[config.mk]
export PLATFORM = sky130hd
export DESIGN_NAME = lcd_refresh_spi_flat
export DESIGN_NICKNAME = d
export VERILOG_FILES = /design/src/rtl/lcd_refresh_spi_if.sv /design/src/rtl/lcd_refresh_spi.sv /design/src/flat_wrapper.sv
export SDC_FILE = /design/constraint.sdc
export NUM_CORES = 1
export LEC_CHECK = 0
export BUFFER_PORTS_ARGS = -buffer_cell sky130_fd_sc_hd__buf_2
export CORE_UTILIZATION = 35
export DETAILED_ROUTE_END_ITERATION = 10
export MAX_ROUTING_LAYER = met4
export SLEW_MARGIN = 25
export SYNTH_ARGS = -nofsm -noshare
export SYNTH_HDL_FRONTEND = slang
export SYNTH_SLANG_ARGS = --single-unit
[constraint.sdc]
create_clock -name clk -period 1.6 [get_ports clk]
set_input_delay 0.32 -clock clk [delete_from_list [all_inputs] [get_ports clk]]
set_output_delay 0.32 -clock clk [all_outputs]
set_load 0.005 [all_outputs]
[src/rtl/lcd_refresh_spi_if.sv]
// Signal bundle between lcd_refresh_spi, its host, the frame-buffer RAM read port and the LCD SPI pins.
// The optional continuous-refresh macro LCD_REFRESH_CONT_EN is consumed in lcd_refresh_spi.sv.
interface lcd_refresh_spi_if;
  logic       start;
  logic       busy;
  logic       frame_done;
  logic [9:0] ram_addr_rd;
  logic       ram_rd;
  logic [7:0] ram_d_out;
  logic       lcd_sclk;
  logic       lcd_mosi;
  logic       lcd_cs_n;
  logic       lcd_dc;

  modport master (
    input  start, ram_d_out,
    output busy, frame_done, ram_addr_rd, ram_rd,
           lcd_sclk, lcd_mosi, lcd_cs_n, lcd_dc
  );

  modport slave (
    output start, ram_d_out,
    input  busy, frame_done, ram_addr_rd, ram_rd,
           lcd_sclk, lcd_mosi, lcd_cs_n, lcd_dc
  );
endinterface

[src/rtl/lcd_refresh_spi.sv]
// Frame-buffer to 128x64 LCD refresh engine: per page sends 3 address commands then 128 data bytes over SPI mode 0.
// Define LCD_REFRESH_CONT_EN to refresh continuously after the first start instead of one frame per start.
module lcd_refresh_spi #(
  parameter int CLK_DIV = 4
) (
  input  logic               clk,
  input  logic               rst,
  lcd_refresh_spi_if.master  bus
);

  localparam int DW = $clog2(CLK_DIV) + 1;
  localparam logic [DW-1:0] HALF_LAST = DW'(CLK_DIV - 1);
`ifdef LCD_REFRESH_CONT_EN
  localparam logic [DW-1:0] GAP_LAST  = DW'(2 * CLK_DIV - 1);
`endif

  typedef enum logic [2:0] {
    IDLE, CMD_LOAD, RD_REQ, RD_WAIT, SHIFT, NEXT, DONE
  } state_e;

  state_e      state_q;
  logic [2:0]  page_q;
  logic [6:0]  col_q;
  logic [1:0]  cmdIdx_q;
  logic [2:0]  bitCnt_q;
  logic [DW-1:0] divCnt_q;
  logic [7:0]  shift_q;
  logic        busy_q;
  logic        frameDone_q;
  logic        ramRd_q;
  logic [9:0]  ramAddr_q;
  logic        sclk_q;
  logic        mosi_q;
  logic        csN_q;
  logic        dc_q;
  logic [7:0]  cmdByte;

  // Page address, then column low nibble 0, then column high nibble 0
  always_comb begin
    cmdByte = 8'h10;
    case (cmdIdx_q)
      2'd0:    cmdByte = {5'b10110, page_q};
      2'd1:    cmdByte = 8'h00;
      default: cmdByte = 8'h10;
    endcase
  end

  always_ff @(posedge clk) begin
    if (rst) begin
      state_q     <= IDLE;
      page_q      <= '0;
      col_q       <= '0;
      cmdIdx_q    <= '0;
      bitCnt_q    <= '0;
      divCnt_q    <= '0;
      shift_q     <= '0;
      busy_q      <= 1'b0;
      frameDone_q <= 1'b0;
      ramRd_q     <= 1'b0;
      ramAddr_q   <= '0;
      sclk_q      <= 1'b0;
      mosi_q      <= 1'b0;
      csN_q       <= 1'b1;
      dc_q        <= 1'b0;
    end else begin
      ramRd_q     <= 1'b0;
      frameDone_q <= 1'b0;
      case (state_q)
        IDLE: begin
          if (bus.start) begin
            busy_q   <= 1'b1;
            csN_q    <= 1'b0;
            cmdIdx_q <= '0;
            state_q  <= CMD_LOAD;
          end
        end
        CMD_LOAD: begin
          shift_q  <= cmdByte;
          mosi_q   <= cmdByte[7];
          dc_q     <= 1'b0;
          bitCnt_q <= '0;
          divCnt_q <= '0;
          state_q  <= SHIFT;
        end
        RD_REQ: begin
          ramAddr_q <= {page_q, col_q};
          ramRd_q   <= 1'b1;
          state_q   <= RD_WAIT;
        end
        RD_WAIT: begin
          shift_q  <= bus.ram_d_out;
          mosi_q   <= bus.ram_d_out[7];
          dc_q     <= 1'b1;
          bitCnt_q <= '0;
          divCnt_q <= '0;
          state_q  <= SHIFT;
        end
        SHIFT: begin
          // MOSI only advances on the falling SCLK edge so it is stable at every rise
          if (divCnt_q == HALF_LAST) begin
            divCnt_q <= '0;
            sclk_q   <= ~sclk_q;
            if (sclk_q) begin
              if (bitCnt_q == 3'd7) begin
                state_q <= NEXT;
              end else begin
                bitCnt_q <= bitCnt_q + 3'd1;
                shift_q  <= {shift_q[6:0], 1'b0};
                mosi_q   <= shift_q[6];
              end
            end
          end else begin
            divCnt_q <= divCnt_q + DW'(1);
          end
        end
        NEXT: begin
          if (!dc_q) begin
            if (cmdIdx_q == 2'd2) begin
              state_q <= RD_REQ;
            end else begin
              cmdIdx_q <= cmdIdx_q + 2'd1;
              state_q  <= CMD_LOAD;
            end
          end else if (col_q != 7'd127) begin
            col_q   <= col_q + 7'd1;
            state_q <= RD_REQ;
          end else if (page_q != 3'd7) begin
            col_q    <= '0;
            page_q   <= page_q + 3'd1;
            cmdIdx_q <= '0;
            state_q  <= CMD_LOAD;
          end else begin
            frameDone_q <= 1'b1;
            csN_q       <= 1'b1;
            page_q      <= '0;
            col_q       <= '0;
            divCnt_q    <= '0;
`ifndef LCD_REFRESH_CONT_EN
            busy_q      <= 1'b0;
`endif
            state_q     <= DONE;
          end
        end
        DONE: begin
`ifdef LCD_REFRESH_CONT_EN
          // Chip select stays high for two SCLK half-periods between frames
          if (divCnt_q == GAP_LAST) begin
            divCnt_q <= '0;
            csN_q    <= 1'b0;
            cmdIdx_q <= '0;
            state_q  <= CMD_LOAD;
          end else begin
            divCnt_q <= divCnt_q + DW'(1);
          end
`else
          state_q <= IDLE;
`endif
        end
        default: state_q <= IDLE;
      endcase
    end
  end

  assign bus.busy        = busy_q;
  assign bus.frame_done  = frameDone_q;
  assign bus.ram_addr_rd = ramAddr_q;
  assign bus.ram_rd      = ramRd_q;
  assign bus.lcd_sclk    = sclk_q;
  assign bus.lcd_mosi    = mosi_q;
  assign bus.lcd_cs_n    = csN_q;
  assign bus.lcd_dc      = dc_q;

endmodule

[src/flat_wrapper.sv]
// flat-port wrapper written by rule: the top's interface ports become plain ports
module lcd_refresh_spi_flat 
#(
  parameter int CLK_DIV = 4
)
  (clk, rst, bus_start, bus_ram_d_out, bus_busy, bus_frame_done, bus_ram_addr_rd, bus_ram_rd, bus_lcd_sclk, bus_lcd_mosi, bus_lcd_cs_n, bus_lcd_dc);
  lcd_refresh_spi_if bus_i ();
  input  logic clk;
  input  logic rst;
  input wire logic [$bits(bus_i.start)-1:0] bus_start;
  input wire logic [$bits(bus_i.ram_d_out)-1:0] bus_ram_d_out;
  output wire logic [$bits(bus_i.busy)-1:0] bus_busy;
  output wire logic [$bits(bus_i.frame_done)-1:0] bus_frame_done;
  output wire logic [$bits(bus_i.ram_addr_rd)-1:0] bus_ram_addr_rd;
  output wire logic [$bits(bus_i.ram_rd)-1:0] bus_ram_rd;
  output wire logic [$bits(bus_i.lcd_sclk)-1:0] bus_lcd_sclk;
  output wire logic [$bits(bus_i.lcd_mosi)-1:0] bus_lcd_mosi;
  output wire logic [$bits(bus_i.lcd_cs_n)-1:0] bus_lcd_cs_n;
  output wire logic [$bits(bus_i.lcd_dc)-1:0] bus_lcd_dc;
  assign bus_i.start = bus_start;
  assign bus_i.ram_d_out = bus_ram_d_out;
  assign bus_busy = bus_i.busy;
  assign bus_frame_done = bus_i.frame_done;
  assign bus_ram_addr_rd = bus_i.ram_addr_rd;
  assign bus_ram_rd = bus_i.ram_rd;
  assign bus_lcd_sclk = bus_i.lcd_sclk;
  assign bus_lcd_mosi = bus_i.lcd_mosi;
  assign bus_lcd_cs_n = bus_i.lcd_cs_n;
  assign bus_lcd_dc = bus_i.lcd_dc;
  lcd_refresh_spi #(.CLK_DIV(CLK_DIV)) u_core (.clk(clk), .rst(rst), .bus(bus_i));
endmodule
== After elaboration in Yosys (flattened, before gate mapping) ==
Index checks and enable logic that the tools add are counted.
Storage, ports and cells
  bits in registers: 45
  output and inout port bits: 17
  logic and storage cells: 112
Cells by class
  equal/unequal tests: 22
  reductions and logical operators: 18
  add/sub/neg operators: 5
  bitwise operators: 4
  mux-type cells: 48
Operators with widths (number)
  $mux W3: 15
  $mux W7: 4
  $pmux W7 S3: 1
  $pmux W8 S2: 1
  $reduce_and A4 Y1: 4
  $pmux W3 S5: 1
  $mux W1: 13
  $mux W2: 6
  $reduce_and A5 Y1: 2
  $add A3 B1 Y3 const B: 3
  $eq A3 B2 Y1 const B: 3
  $eq A3 B3 Y1 const B: 3
  $ne A3 B3 Y1 const B: 3
  $pmux W3 S3: 1
  $ne A2 B1 Y1 const B: 4
  $ne A2 B2 Y1 const B: 4
  $add A7 B1 Y7 const B: 1
  $ne A7 B7 Y1 const B: 1
  $pmux W1 S2: 3
  $pmux W3 S2: 1
  $reduce_bool A2 Y1: 3
  $reduce_bool A3 Y1: 2
  $not A1 Y1: 4
  $pmux W2 S2: 1
  other kinds (12): 13

== Depth between registers and ports, before layout ==
  word-level depth: 5
  mapped depth: 7
  mapped depth without buffers: 6

== Least setup slack after synthesis ==
Ideal clock, no wire load.
  path kind: register to register
  start: register u_core.bitCnt_q[0]
  end: register u_core.shift_q[1]
  slack: -0.037 ns
  path buffers: 1
  arrival time: 1.546 ns
  stages on the path, launching flop included: 8
  cell sequence: dfxtp_1 -> ha_1 -> ha_1 -> and4bb_2 -> a21o_1 -> buf_2 -> nor2_1 -> a311oi_1
On the way
  word-level cells in the longest chain between the ends: 3
Ends and longest elaborated chain
  start, declared: RTL line lcd_refresh_spi.sv:25  | logic [2:0] bitCnt_q;
  start signal, assigned: RTL line lcd_refresh_spi.sv:107  | bitCnt_q <= bitCnt_q + 3'd1;
  $eq A3 B3 Y1: RTL line lcd_refresh_spi.sv:104  | if (bitCnt_q == 3'd7) begin
  $ne A2 B2 Y1 (no source line)
  $reduce_and A4 Y1 (no source line)
  end signal, assigned: RTL line lcd_refresh_spi.sv:78  | shift_q <= cmdByte;
  end signal, assigned: RTL line lcd_refresh_spi.sv:91  | shift_q <= bus.ram_d_out;
  end signal, assigned: RTL line lcd_refresh_spi.sv:108  | shift_q <= {shift_q[6:0], 1'b0};
  end, declared: RTL line lcd_refresh_spi.sv:27  | logic [7:0] shift_q;
No other way between the ends.
A chain may end at the register's enable or synchronous reset.

== Final worst setup path ==
  start: register u_core.bitCnt_q[1]
  end: register u_core.bitCnt_q[0]
On the way
  word-level cells in the longest chain between the ends: 3
Ends and longest elaborated chain (RTL line)
  $eq A3 B3 Y1: lcd_refresh_spi.sv:104
  $ne A2 B2 Y1 (no source line)
  $reduce_and A4 Y1 (no source line)
No other way between the ends.

==> results by group <==
Clock network
  • Clk pin slew, worst setup/hold paths: 90 ps
  • Num CTS Buffers: 5
  • # H-tree levels: 2
  • CTS Hold Bufs: 0
  • Maximum clock insertion buffer count: 2
  • Clock Tree Root: clkbuf_8
  • Clock insertion delay at the later pin of the skew report: 310 ps
  • TritonCTS clock tree: built
  • Clock net sink count: 45

Critical path
  • Start of the worst register-to-register path: u_core.bitCnt_q[1]
  • Destination of the worst register-to-register timing path: u_core.bitCnt_q[0]
  • Critical Path Sink Type: flip-flop
  • Crit start category: flip-flop
  • CP max FO: 4
  • Count of cells along the worst register-to-register path: 7
  • R2R setup slack: 10 ps
  • Path type of the worst setup path: flip-flop to flip-flop
  • Data arrival at the endpoint of the critical path: 1840 ps
  • Worst endpoint required time: 1850 ps

Power and ir drop
  • Overall power: 2340 µW
  • Peak supply drop: 0.000609 V
  • Pwr per Cell Area: 814 nW/µm²
  • Leakage: 0.00121 µW

Hold path
  • Count of cells along the worst hold path: 3
  • Hold/Removal Path Class: primary input to flip-flop
  • Min-Delay Endpoint: u_core.shift_q[6]
  • Worst hold start: bus_ram_d_out[6]

Timing
  • Max frequency: 629 MHz
  • Layout Skew: 11.6 ps
  • Slew Limit Headroom: 0.728
  • Number of hold-slack violations in the final timing report: 0
  • Number of setup violations in the final report: 0
  • Slew at the pin closest to its max-slew limit: 408 ps
  • Final slew viol count: 0
  • Final period utilization: 0.994
  • Unrepaired setup endpoints after global routing: yes
  • Worst hold margin: 304 ps
  • Time the worst path needs with I/O delays and setup: 1590 ps

Cells and area
  • Fin nets: 331
  • Total non-filler cell area in the finished layout: 2880 µm²
  • Final non-filler cell total: 383
  • Most common cell after layout, fill and taps aside: buf_4
  • Final cell utilization of the core: 0.516
  • Fraction of layout instances using a drive strength above 1: 0.383
  • Post-synthesis to final-layout area growth: 40.2%
  • Number of antenna repair diodes: 0
  • Highest-count cells in the layout ignoring fill and taps: buf_4 (47), dfxtp_1 (37), nand2_1 (35)

Drt
  • TritonRoute pass-1 iters: 4
  • Routed via count: 1897
  • 1st-iter DRT viols: 52
  • Vias per Instance: 4.95
  • Post-route DRC violation count: 0
  • Routed wire per std cell: 12.8 µm
  • DRT Wirelength: 4.92 mm
  • Detail Route Antenna Nets: 0

Synthesis
  • Proportion of synthesized flip-flops having asynchronous set or reset: 0
  • Netlist cell types: 46
  • Register bit total from synthesis: 45
  • Syn Area/Cell: 8.55 µm²
  • Synth Instances: 240
  • Cell Area, Synth: 2050 µm²
  • Number of warning messages in the yosys log: 0
  • Dominant register cell in the synthesized netlist: dfxtp_1
  • Number of enable-type register cells in the synthesized netlist: 0
  • Post-Synthesis Net Count: 261
  • Sequential element share of the synthesized area: 0.439

Global routing
  • Antenna violations before repair: 0
  • All-Layer GR Usage: 0.177
  • Number of global-route vias before repair: 1818
  • Aggregate global routing overflow: 0
  • Maximum number of pins on one net before global-route repair: 16
  • First-pass GRT wire length: 8.14 mm

Die
  • Starting density of the core: 0.368
  • Number of ports placed on the die boundary: 28
  • Cell Rows: 27
  • Core Footprint: 5570 µm²
  • Die Y: 78.6 µm
  • Full die area: 6170 µm²
  • Die boundary width: 78.6 µm

Status
  • Run status: complete, no violations

Placed design
  • Placed Cells incl. Taps: 366
  • Final GP Congestion: 0.779
  • HPWL after detailed placement: 3.50 mm
  • Count of port buffers added during placement: 27
  • Placed cell area: 2520 µm²

Job
  • # Max-Cap Violations: 0
report_power, final:
| part | switching (µW) | internal [µW] |
|---|---|---|
| sequential | 28.0 | 1160 |
| clock | 409 | 469 |
| combinational | 139 | 139 |
repair_timing:
action / 4_1_cts / 5_1_grt
gates resized for setup: 24 / 19
gates cloned: 0 / 0
setup buffers: 1 / 8
setup endpoints to repair: 15 / 28
pin swaps: 5 / 12
sequential cells by signal, indices dropped and copies added, names as in the netlist:
signal                  cells
u_core.bus.lcd_mosi         1
u_core.bitCnt_q             3
u_core.state_q              3
u_core.page_q               3
u_core.bus.lcd_sclk         1
u_core.divCnt_q             3
u_core.cmdIdx_q             2
u_core.bus.frame_done       1
u_core.bus.ram_rd           1
u_core.bus.lcd_cs_n         1
u_core.bus.lcd_dc           1
u_core.col_q                7
u_core.shift_q              7
u_core.bus.busy             1
u_core.bus.ram_addr_rd     10
critical path, stage by stage, from the launching register on:
cell      delay (ps)
dfxtp_2          340
ha_4             160
ha_4             150
and4bb_4         370
buf_6            120
nand2_4           40
mux2_4           260
nor2_2            90
cells in the mapped netlist (2+ instances only):
cell | count | share of area
buf_2 | 4 | 0.0098
nand3_1 | 8 | 0.020
or3_1 | 2 | 0.0061
xnor2_1 | 3 | 0.013
nor3_1 | 14 | 0.034
a311oi_1 | 2 | 0.0085
nand4_1 | 5 | 0.015
or3b_1 | 2 | 0.0085
ha_1 | 10 | 0.061
mux2_2 | 2 | 0.011
clkbuf_1 | 7 | 0.013
a21oi_1 | 21 | 0.051
nand2_1 | 36 | 0.066
a221oi_1 | 5 | 0.021
mux2i_1 | 5 | 0.024
nor2_1 | 22 | 0.040
dfxtp_1 | 45 | 0.44
nor2b_1 | 3 | 0.0091
a22oi_1 | 3 | 0.011
nand2b_1 | 6 | 0.018
nand3b_1 | 2 | 0.0073
o21ai_0 | 5 | 0.012
xor2_1 | 2 | 0.0085
inv_1 | 4 | 0.0073
metal layers:
| layer | part of all wire | GRT usage | vias up | wire [µm] |
|---|---|---|---|---|
| met5 | 0 | - | - | 0 |
| met4 | 0.016 | 0.0722 | 0 | 78 |
| met3 | 0.033 | 0.0523 | 5 | 164 |
| met2 | 0.49 | 0.285 | 25 | 2430 |
| met1 | 0.46 | 0.204 | 876 | 2250 |
| li1 | - | - | 991 | - |
worst max path at each step:
stage,from,to,slack (ps),cells after the start
floorplan,u_core.bitCnt_q[0],u_core.shift_q[1],1,7
global placement,u_core.bitCnt_q[0],u_core.shift_q[1],-110,6
detailed placement,u_core.bitCnt_q[0],u_core.shift_q[1],-200,6
CTS,u_core.bitCnt_q[0],u_core.shift_q[2],-4,6
global route,u_core.bitCnt_q[1],u_core.bitCnt_q[0],-40,7
finish,u_core.bitCnt_q[1],u_core.bitCnt_q[0],10,7
per-stage QoR:
step | setup WS (ps) | setup TNS (ps)
global placement | -110 | -704
detailed placement | -199 | -1160
finish | 10.3 | 0
floorplan | 1.47 | 0
global route | -36.0 | -110
CTS | -4.21 | -4.21
area by class of cell:
cell class	count	area [µm²]
Tap cell	72	90.1
Clock inverter	2	38.8
Multi-Input combinational cell	178	1240
Fill cell	552	2700
Inverter	4	15.0
Clock buffer	6	72.6
Sequential cell	45	911
Timing Repair Buffer	76	510
kinds of logic after synthesis:
kind of cell,after synthesis,share of synthesized area
XOR/XNOR,5,0.0213
adder cells (fa/ha/maj),10,0.0610
AND/OR/NAND/NOR,109,0.260
multiplexers,7,0.0354
flip-flops,45,0.439
buffers and inverters,17,0.0354
AO/OA/AOI/OAI,47,0.148
Power figures use the tool's default switching activity.
